## src/rtl/imem_pkg.sv

```systemverilog
// Shared types and constants for the boot-time instruction memory loader.
package imem_pkg;

  localparam int IMEM_WORD_W         = 32;
  localparam int IMEM_BYTES_PER_WORD = 4;
  localparam int LEN_W               = 16;

  typedef enum logic [2:0] {
    S_IDLE,
    S_LEN_HI,
    S_LEN_LO,
    S_DATA,
    S_CSUM,
    S_DONE,
    S_ERR
  } imem_state_e;

endpackage

```

## src/rtl/imem_word_packer.sv

```systemverilog
// Assembles big-endian 32-bit words from a byte stream; word_vld pulses one
// cycle after the 4th byte of each word is accepted.
module imem_word_packer
  import imem_pkg::*;
(
  input  logic                   clk,
  input  logic                   rst_n,
  input  logic                   clear,
  input  logic                   byte_vld,
  input  logic [7:0]             byte_dat,
  output logic [1:0]             byte_idx,
  output logic                   word_vld,
  output logic [IMEM_WORD_W-1:0] word_dat
);

  logic [IMEM_WORD_W-9:0] shreg;

  always_ff @(posedge clk) begin
    if (!rst_n) begin
      shreg    <= '0;
      byte_idx <= '0;
      word_vld <= 1'b0;
      word_dat <= '0;
    end else begin
      word_vld <= 1'b0;
      if (clear) begin
        shreg    <= '0;
        byte_idx <= '0;
      end else if (byte_vld) begin
        shreg    <= {shreg[IMEM_WORD_W-17:0], byte_dat};
        byte_idx <= byte_idx + 2'd1;
        if (byte_idx == 2'(IMEM_BYTES_PER_WORD - 1)) begin
          word_vld <= 1'b1;
          word_dat <= {shreg, byte_dat};
        end
      end
    end
  end

endmodule

```

## src/rtl/imem_loader.sv

```systemverilog
// Boot loader: length-prefixed byte stream -> sequential instruction memory writes,
// holding the CPU until a complete load. IMEM_LOADER_CHECKSUM_EN adds a trailing XOR byte.
module imem_loader
  import imem_pkg::*;
#(
  parameter int DEPTH  = 30,
  parameter int ADDR_W = 32
) (
  input  logic                   clk,
  input  logic                   rst_n,
  input  logic                   start,
  input  logic                   in_valid,
  input  logic [7:0]             in_data,
  output logic                   in_ready,
  output logic                   wr_en,
  output logic [ADDR_W-1:0]      wr_addr,
  output logic [IMEM_WORD_W-1:0] wr_data,
  output logic                   cpu_hold,
  output logic                   done,
  output logic                   error
);

  imem_state_e      state, state_nxt;
  logic             xfer;
  logic [7:0]       len_hi;
  logic [LEN_W-1:0] len_val, n_words, word_idx;
  logic             len_bad, last_byte;
  logic [1:0]       byte_idx;
  logic             pk_vld, pk_clear;

  assign xfer      = in_valid & in_ready;
  assign len_val   = {len_hi, in_data};
  assign len_bad   = (len_val == '0) || (len_val > LEN_W'(DEPTH));
  assign last_byte = (byte_idx == 2'(IMEM_BYTES_PER_WORD - 1)) && (word_idx == n_words - 1'b1);
  assign pk_vld    = xfer && (state == S_DATA);
  assign pk_clear  = xfer && (state == S_LEN_LO);

`ifdef IMEM_LOADER_CHECKSUM_EN
  logic [7:0] csum;

  // Running XOR over header and payload; the trailing byte must equal it.
  always_ff @(posedge clk) begin
    if (!rst_n) begin
      csum <= '0;
    end else if (start && (state == S_IDLE || state == S_DONE || state == S_ERR)) begin
      csum <= '0;
    end else if (xfer && state != S_CSUM) begin
      csum <= csum ^ in_data;
    end
  end
`endif

  always_ff @(posedge clk) begin
    if (!rst_n) state <= S_IDLE;
    else        state <= state_nxt;
  end

  always_comb begin
    state_nxt = state;
    in_ready  = 1'b0;
    done      = 1'b0;
    error     = 1'b0;
    cpu_hold  = 1'b1;
    case (state)
      S_IDLE: if (start) state_nxt = S_LEN_HI;
      S_DONE: begin
        done     = 1'b1;
        cpu_hold = 1'b0;
        if (start) state_nxt = S_LEN_HI;
      end
      S_ERR: begin
        error = 1'b1;
        if (start) state_nxt = S_LEN_HI;
      end
      S_LEN_HI: begin
        in_ready = 1'b1;
        if (xfer) state_nxt = S_LEN_LO;
      end
      S_LEN_LO: begin
        in_ready = 1'b1;
        if (xfer) state_nxt = len_bad ? S_ERR : S_DATA;
      end
      S_DATA: begin
        in_ready = 1'b1;
`ifdef IMEM_LOADER_CHECKSUM_EN
        if (xfer && last_byte) state_nxt = S_CSUM;
`else
        if (xfer && last_byte) state_nxt = S_DONE;
`endif
      end
      S_CSUM: begin
`ifdef IMEM_LOADER_CHECKSUM_EN
        in_ready = 1'b1;
        if (xfer) state_nxt = (in_data == csum) ? S_DONE : S_ERR;
`else
        state_nxt = S_ERR;
`endif
      end
      default: state_nxt = S_IDLE;
    endcase
  end

  // Address is registered alongside the packer's word strobe so both land together.
  always_ff @(posedge clk) begin
    if (!rst_n) begin
      len_hi   <= '0;
      n_words  <= '0;
      word_idx <= '0;
      wr_addr  <= '0;
    end else begin
      if (xfer && state == S_LEN_HI) len_hi <= in_data;
      if (pk_clear) begin
        n_words  <= len_val;
        word_idx <= '0;
      end
      if (pk_vld && byte_idx == 2'(IMEM_BYTES_PER_WORD - 1)) begin
        wr_addr  <= ADDR_W'({word_idx, 2'b00});
        word_idx <= word_idx + 1'b1;
      end
    end
  end

  imem_word_packer u_packer (
    .clk      (clk),
    .rst_n    (rst_n),
    .clear    (pk_clear),
    .byte_vld (pk_vld),
    .byte_dat (in_data),
    .byte_idx (byte_idx),
    .word_vld (wr_en),
    .word_dat (wr_data)
  );

endmodule
```

## config.mk

```make
export PLATFORM = sky130hd
export DESIGN_NAME = imem_loader
export DESIGN_NICKNAME = d
export VERILOG_FILES = /design/src/rtl/imem_pkg.sv /design/src/rtl/imem_word_packer.sv /design/src/rtl/imem_loader.sv
export SDC_FILE = /design/constraint.sdc
export NUM_CORES = 1
export LEC_CHECK = 0
export CAP_MARGIN = 20
export CORE_AREA = 2 2 108 110
export DETAILED_ROUTE_END_ITERATION = 12
export DIE_AREA = 0 0 110 112
export PLACE_DENSITY = 0.76
export SLEW_MARGIN = 20
export SYNTH_ARGS = -nofsm -noshare
export SYNTH_HDL_FRONTEND = slang
export SYNTH_SLANG_ARGS = --single-unit
```

## constraint.sdc

```tcl
create_clock -name clk -period 2.7 [get_ports clk]
set_input_delay 0.27 -clock clk [delete_from_list [all_inputs] [get_ports clk]]
set_output_delay 0.27 -clock clk [all_outputs]
set_load 0.01 [all_outputs]
```

==> reports/results.ini, run 1 <==
[setup_path]
startpoint_type = register
cp_data_arrival_time_ps = 2790
crit_required_ps = 3010
slowest_stage = or4b_1
endpoint_kind = register
reg2reg_setup_slack_ps = 220
crit_type = register to register
reg2reg_depth = 10
path_max_fanout = 7
cp_cell_sequence = inv_1 > ha_1 > nor4b_1 > buf_4 > nand2_1 > xnor2_1 > o221ai_1 > a21oi_1 > or4b_1 > a22o_1
max_stage_delay_ps = 560
rr_endpoint = state[1]
reg2reg_from = n_words[0]
cp-startpoint = n_words[0]

[cts]
postCtsSetupBuffers = 0
clk_pin_slew_ps = 60
cts_tree = done
cts_htree_levels = 4
cts_root_buf = clkbuf_16
clkSinkCount = 118
clock_path_buffers = 2
cts_resized = 0
cts_hold_buffers = 0
clock_latency_ps = 410
cts_buffers = 17

[floorplanning]
start_util_pct = 48.3
die_h_um = 112
die_width_um = 110
dieArea_mm2 = 0.0123
io_pins = 81
num_rows = 39
core_mm2 = 0.0112

[power_and_ir_drop]
ir_worst_vdd_mv = 0.466
power_density_mw_per_mm2 = 737
p_leak_nw = 2.40
p_total_mw = 4.93

[routing]
routed_wirelength_um = 13000
drtIter0Drc = 253
drtPass1Iterations = 5
ant_nets = 0
dr_total_vias = 4737
route.detailed.drc = 0
wl_per_cell_um = 14.5
avgViaCountPerCell = 5.29

[timing]
max-slew-margin-rel_pct = 46.8
tns_ps = 0
period_share_pct = 91.9
rsz0062_at_grt = false
setup_violations = 0
tightestPinTransition_ps = 797
skew_ps = 6.31
finalMaxSlewViolations = 0
hold_viol_final = 0
max_freq_mhz = 403
min_period_ps = 2480

[cells_and_area]
instances_no_fill = 896
insertedDiodeCount = 0
register_area_mm2 = 0.00236
design_area_mm2 = 0.00669
area_delta_synth_final_pct = 23.8
final_nets = 755
multi_input_area_mm2 = 0.00278
final_core_util_pct = 59.8
drive_above_1_share_pct = 7.30
fill_cells = 977

[synthesis]
netlist_area_mm2 = 0.00540
synth_edf_count = 0
synth_area_leader_cell = dfxtp_1
synth_seq_cells = 118
synth_cells = 688
synthTopCellsByArea = dfxtp_1 (44%), nand2_1 (16%), a21boi_0 (10%)
yosysUniqueCellTypes = 49
synthArstFlopShare_pct = 0
yosysSeqAreaShare_pct = 43.7
ys_warn_count = 0
avgSynthCellArea_um2 = 7.85
netlist.area_leader.share_pct = 43.7
synth_flop_cell = dfxtp_1

[worst_hold_path]
hp-start = rst_n
hold_depth = 3
hold_class = input port to register
worstHoldEndpoint = state[2]

[placed_design]
place_area_mm2 = 0.00610
dpl.cell_count = 864
io_buffers = 64
hpwlAfterDp_um = 9040
globalplace.congestion = 0.909

[global_route]
grt_max_degree = 60
grt_pass1_vias = 4620
grt_pass1_wl_um = 21700
grt-ovfl-total = 0
antenna_found_initial = 0
grt.total_usage_pct = 22.5

[job]
maxCapViolations = 0

[run_status]
status = finished, final reports clean

[layout make-up]
cell class	instances	share of cell area [%]
clock buffer	18	6.57
clock inverter	14	2.15
inverter	5	0.281
multi-input combinational	519	41.6
sequential	118	35.3
tap	143	2.68
timing repair buffer	79	11.4
[state kept, by name, indices dropped and copies added, names as in the netlist]
name,flops
u_packer.word_vld,1
wr_addr,16
n_words,16
len_hi,8
word_idx,16
u_packer.byte_idx,2
u_packer.word_dat,32
state,3
u_packer.shreg,24
[cell usage in the layout (no fill, tap or decap), drive strengths merged, types with 2 or more instances in the layout]
| cell | n |
|---|---|
| a21boi | 73 |
| a21oi | 35 |
| and2 | 17 |
| and3 | 8 |
| and3b | 2 |
| buf | 16 |
| clkbuf | 18 |
| clkdlybuf4s50 | 63 |
| clkinv | 5 |
| clkinvlp | 2 |
| conb | 16 |
| dfxtp | 118 |
| ha | 3 |
| inv | 11 |
| mux2i | 7 |
| nand2 | 227 |
| nand2b | 2 |
| nand3 | 13 |
| nand3b | 5 |
| nand4 | 6 |
| nor2 | 22 |
| nor2b | 3 |
| nor3 | 7 |
| nor4 | 8 |
| nor4b | 2 |
| o211a | 2 |
| o21ai | 19 |
| o221ai | 2 |
| o31ai | 2 |
| or3 | 2 |
| xnor2 | 15 |
| xor2 | 7 |
[routing by layer]
layer	routed length, µm	track usage (%)
met1	5660	28.1
met2	6300	35.8
met3	815	7.67
met4	228	7.93
met5	0	0
[synth_stat cells, drive strengths merged, types with 2 or more instances]
master,instances
nand2,227
dfxtp,118
a21boi,73
clkbuf,42
a21oi,35
nor2,22
buf,19
o21ai,19
and2,17
xnor2,15
nand3,13
and3,8
nor4,8
mux2i,7
nor3,7
xor2,7
nand4,6
inv,5
nand3b,5
ha,3
nor2b,3
and3b,2
nand2b,2
nor4b,2
o211a,2
o221ai,2
o31ai,2
or3,2
[worst max path at each step]
stage                     endpoint  slack, ps
final                     state[1]        220
after global routing      state[1]         70
after CTS                 state[1]        220
after detailed placement  state[1]        220
after global placement    state[1]        280
after floorplan           state[1]        200
[worst max-delay path, delay by kind of cell (launching register included)]
kind / cells / cell delay (ps)
adder cells (fa/ha/maj): 1 / 180
AO/OA/AOI/OAI: 3 / 490
AND/OR/NAND/NOR: 3 / 920
flip-flops: 1 / 370
buffers and inverters: 2 / 270
XOR/XNOR: 1 / 160
[through the flow]
step	hold WS [ps]	worst slack (ps)
floorplan	406	205
global placement	446	278
detailed placement	454	225
CTS	379	215
global route	434	66.8
finish	389	218
[power by group]
| group | internal, mW | switching (mW) | leakage (nW) |
|---|---|---|---|
| logic | 0.361 | 0.479 | 1.16 |
| registers | 1.80 | 0.0987 | 0.952 |
| clock network | 1.32 | 0.872 | 0.280 |
[cell families (layout without fill, tap and decap cells)]
group | count (synthesis) | in the layout | synth area share, %
other | 1 | 16 | 0.0694
multiplexers | 7 | 7 | 1.30
flip-flops | 118 | 118 | 43.7
buffers and inverters | 66 | 116 | 5.93
AO/OA/AOI/OAI | 141 | 141 | 17.4
XOR/XNOR | 22 | 22 | 3.57
AND/OR/NAND/NOR | 330 | 330 | 27.4
adder cells (fa/ha/maj) | 3 | 3 | 0.695
(Power assumes the default switching activity.)
==> run 2: changes to the inputs <==
- CORE_AREA: 2 2 108 110 -> 2 2 128 130
- DIE_AREA: 0 0 110 112 -> 0 0 130 132
- PLACE_DENSITY: 0.76 -> 0.66
==> run 2 against run 1 <==
Global-route usage decreased by 6.7 points. Utilization decreased by 17 points. Register-to-register slack improved by 40 ps. Total power increased by 2.0%. Non-clock buffer count decreased by 1. Critical path depth unchanged. Sequential power about the same. Combinational power decreased by 0.6%. Via count decreased by 2.2%. Maximum frequency increased by 1.8%. Clock-buffer cell count increased by 5. Highest routed layer unchanged.
==> reports/results.ini, run 2 (synthesis gave the netlist of run 1 again) <==
[run_status]
status = finished, final reports clean

[global_route]
grt_pass1_vias = 4297  ; -7.0%
grt-ovfl-total = 0  ; unchanged
grt.total_usage_pct = 15.8  ; -6.7 points
grt_max_degree = 58  ; -3.3%
grt_pass1_wl_um = 21600  ; -0.51%
antenna_found_initial = 0  ; unchanged

[routing]
wl_met2_um = 5690  ; -9.7%
wl_per_cell_um = 13.5  ; -7.3%
ant_nets = 0  ; unchanged
wl_met1_um = 6530  ; +15%
dr_total_vias = 4635  ; -2.2%
drtIter0Drc = 266  ; +5.1%
routed_wirelength_um = 13000  ; about the same
wl_met3_um = 650  ; -20%
drtPass1Iterations = 5  ; unchanged
top_layer_used = met4
route.detailed.drc = 0  ; unchanged
avgViaCountPerCell = 4.79  ; -9.3%

[setup_path]
reg2reg_depth = 10  ; unchanged
slowest_stage = or4b_1
rr_endpoint = state[1]
cp-startpoint = n_words[0]
crit_type = register to register
reg2reg_from = n_words[0]
startpoint_type = register
max_stage_delay_ps = 580  ; +20 ps
path_max_fanout = 7  ; unchanged
reg2reg_setup_slack_ps = 260  ; +40 ps
endpoint_kind = register
endpoint = state[1]
crit_required_ps = 3010  ; about the same
cp_data_arrival_time_ps = 2750  ; -40 ps
cp_cell_sequence = inv_1 > ha_1 > nor4b_2 > buf_4 > nand2_1 > xnor2_1 > o221ai_1 > a21oi_1 > or4b_1 > a22o_1

[timing]
max-slew-margin-rel_pct = 58.0  ; +11 points
rsz0062_at_grt = false
layout_setup_ws_ps = 263  ; +44.8 ps
min_period_ps = 2440  ; -44.8 ps
skew_ps = 6.43  ; +0.118 ps
tightestPinTransition_ps = 630  ; -167 ps
max_freq_mhz = 410  ; +1.8%
hold_viol_final = 0  ; unchanged
period_share_pct = 90.3  ; -1.7 points
finalMaxSlewViolations = 0  ; unchanged
setup_violations = 0  ; unchanged
tns_ps = 0  ; unchanged

[cts]
clock_path_buffers = 2  ; unchanged
clkSinkCount = 118  ; unchanged
cts_root_buf = clkbuf_16
clk_pin_slew_ps = 50  ; about the same
postCtsSetupBuffers = 0  ; unchanged
cts_htree_levels = 4  ; unchanged
cts_tree = done
cts_buffers = 17  ; unchanged
clock_latency_ps = 420  ; about the same

[cells_and_area]
top_regs = u_packer.word_dat (32), u_packer.shreg (24)
largest_reg_flops = 32  ; unchanged
regMostFlops = u_packer.word_dat
final_nets = 754  ; -0.13%
area_delta_synth_final_pct = 25.5
insertedDiodeCount = 0  ; unchanged
drive_above_1_share_pct = 6.79  ; -0.51 points
mostFrequentLayoutCells = nand2_1 (227), dfxtp_1 (118), a21boi_0 (73)
layout_commonest_cell = nand2_1

[power_and_ir_drop]
p_int_mw = 3.68  ; +5.9%
ir_worst_vdd_mv = 0.532  ; +14%
p_comb_share_pct = 16.6  ; -0.5 points
p_switching_mw = 1.35  ; -7.2%
p_total_mw = 5.03  ; +2.0%
p_seq_share_pct = 37.8  ; -0.7 points
p_clk_share_pct = 45.6  ; +1.2 points
power_density_mw_per_mm2 = 741  ; +0.61%
p_leak_nw = 2.40  ; +0.30%
swShare_pct = 26.8  ; -2.7 points

[worst_hold_path]
hold_class = input port to register
hold_depth = 2  ; -1

[floorplanning]
die_width_um = 130  ; +18%
start_util_pct = 34.4  ; -14 points
num_rows = 46  ; +18%
io_pins = 81  ; unchanged
die_h_um = 132  ; +18%
dieArea_mm2 = 0.0172  ; +39%
core_mm2 = 0.0157  ; +41%

[placed_design]
hpwlAfterDp_um = 8520  ; -5.7%
globalplace.congestion = 0.860  ; -5.4%
dp_worst_setup_slack_ps = 280  ; +55.4 ps
io_buffers = 64  ; unchanged

[job]
maxCapViolations = 0  ; unchanged

run 2: worst min-delay path by stage:
stage	from	to	slack, ps
final	rst_n	u_packer.word_dat[24]	370
after CTS	rst_n	u_packer.word_dat[25]	370
after global placement	u_packer.shreg[17]	u_packer.shreg[17]	440
after floorplan	in_data[0]	u_packer.shreg[0]	410
after detailed placement	u_packer.shreg[19]	u_packer.shreg[19]	450
after global routing	rst_n	u_packer.word_dat[7]	390
run 2: cell type report:
class	count	area (µm²)
clock buffers	23	478
multi-input cells	519	2790
flip-flops and latches	118	2360
inverters	5	18.8
clock inverters	8	121
fillers	1631	8930
repair buffers	78	741
well taps	216	270
run 2: repair_timing:
| action | in CTS | in global routing |
|---|---|---|
| gates resized for setup | 0 | 1 |
| hold buffers | 0 | 0 |
| setup endpoints to repair | 0 | 1 |
run 2: power groups by stage:
| stage | clock, mW | combinational (mW) | sequential [mW] |
|---|---|---|---|
| floorplan | 0 | 0.674 | 1.87 |
| global placement | 0 | 0.819 | 1.93 |
| detailed placement | 0 | 0.820 | 1.93 |
| CTS | 2.33 | 0.825 | 1.89 |
| global route | 2.41 | 0.928 | 1.91 |
| finish | 2.29 | 0.835 | 1.90 |
run 2: routing by layer:
layer | vias to the layer above | track usage [%]
met3 | 15 | 4.59
met1 | 2155 | 22.0
met4 | 0 | 5.02
li1 | 2364 | -
met2 | 101 | 23.3
met5 | - | 0
run 2: critical path: cells and delay by family (launching register included):
| kind | cells | cell delay, ps |
|---|---|---|
| and+or+nand+nor | 3 | 910 |
| AOI/OAI and AO/OA | 3 | 460 |
| DFF | 1 | 370 |
| buffers and inverters | 2 | 250 |
| adders and majority gates | 1 | 180 |
| xor gates and xnor gates | 1 | 160 |
run 2: per-stage QoR:
stage / cell area [µm²] / instances / hold WS, ps / utilization (%)
floorplan: 5460 / 703 / 406 / -
global placement: 6170 / 936 / 443 / 39.3
detailed placement: 6170 / 936 / 448 / 39.3
CTS: 6770 / 967 / 371 / 43.1
global route: 6780 / 967 / 390 / 43.1
finish: 6780 / 967 / 372 / 43.1
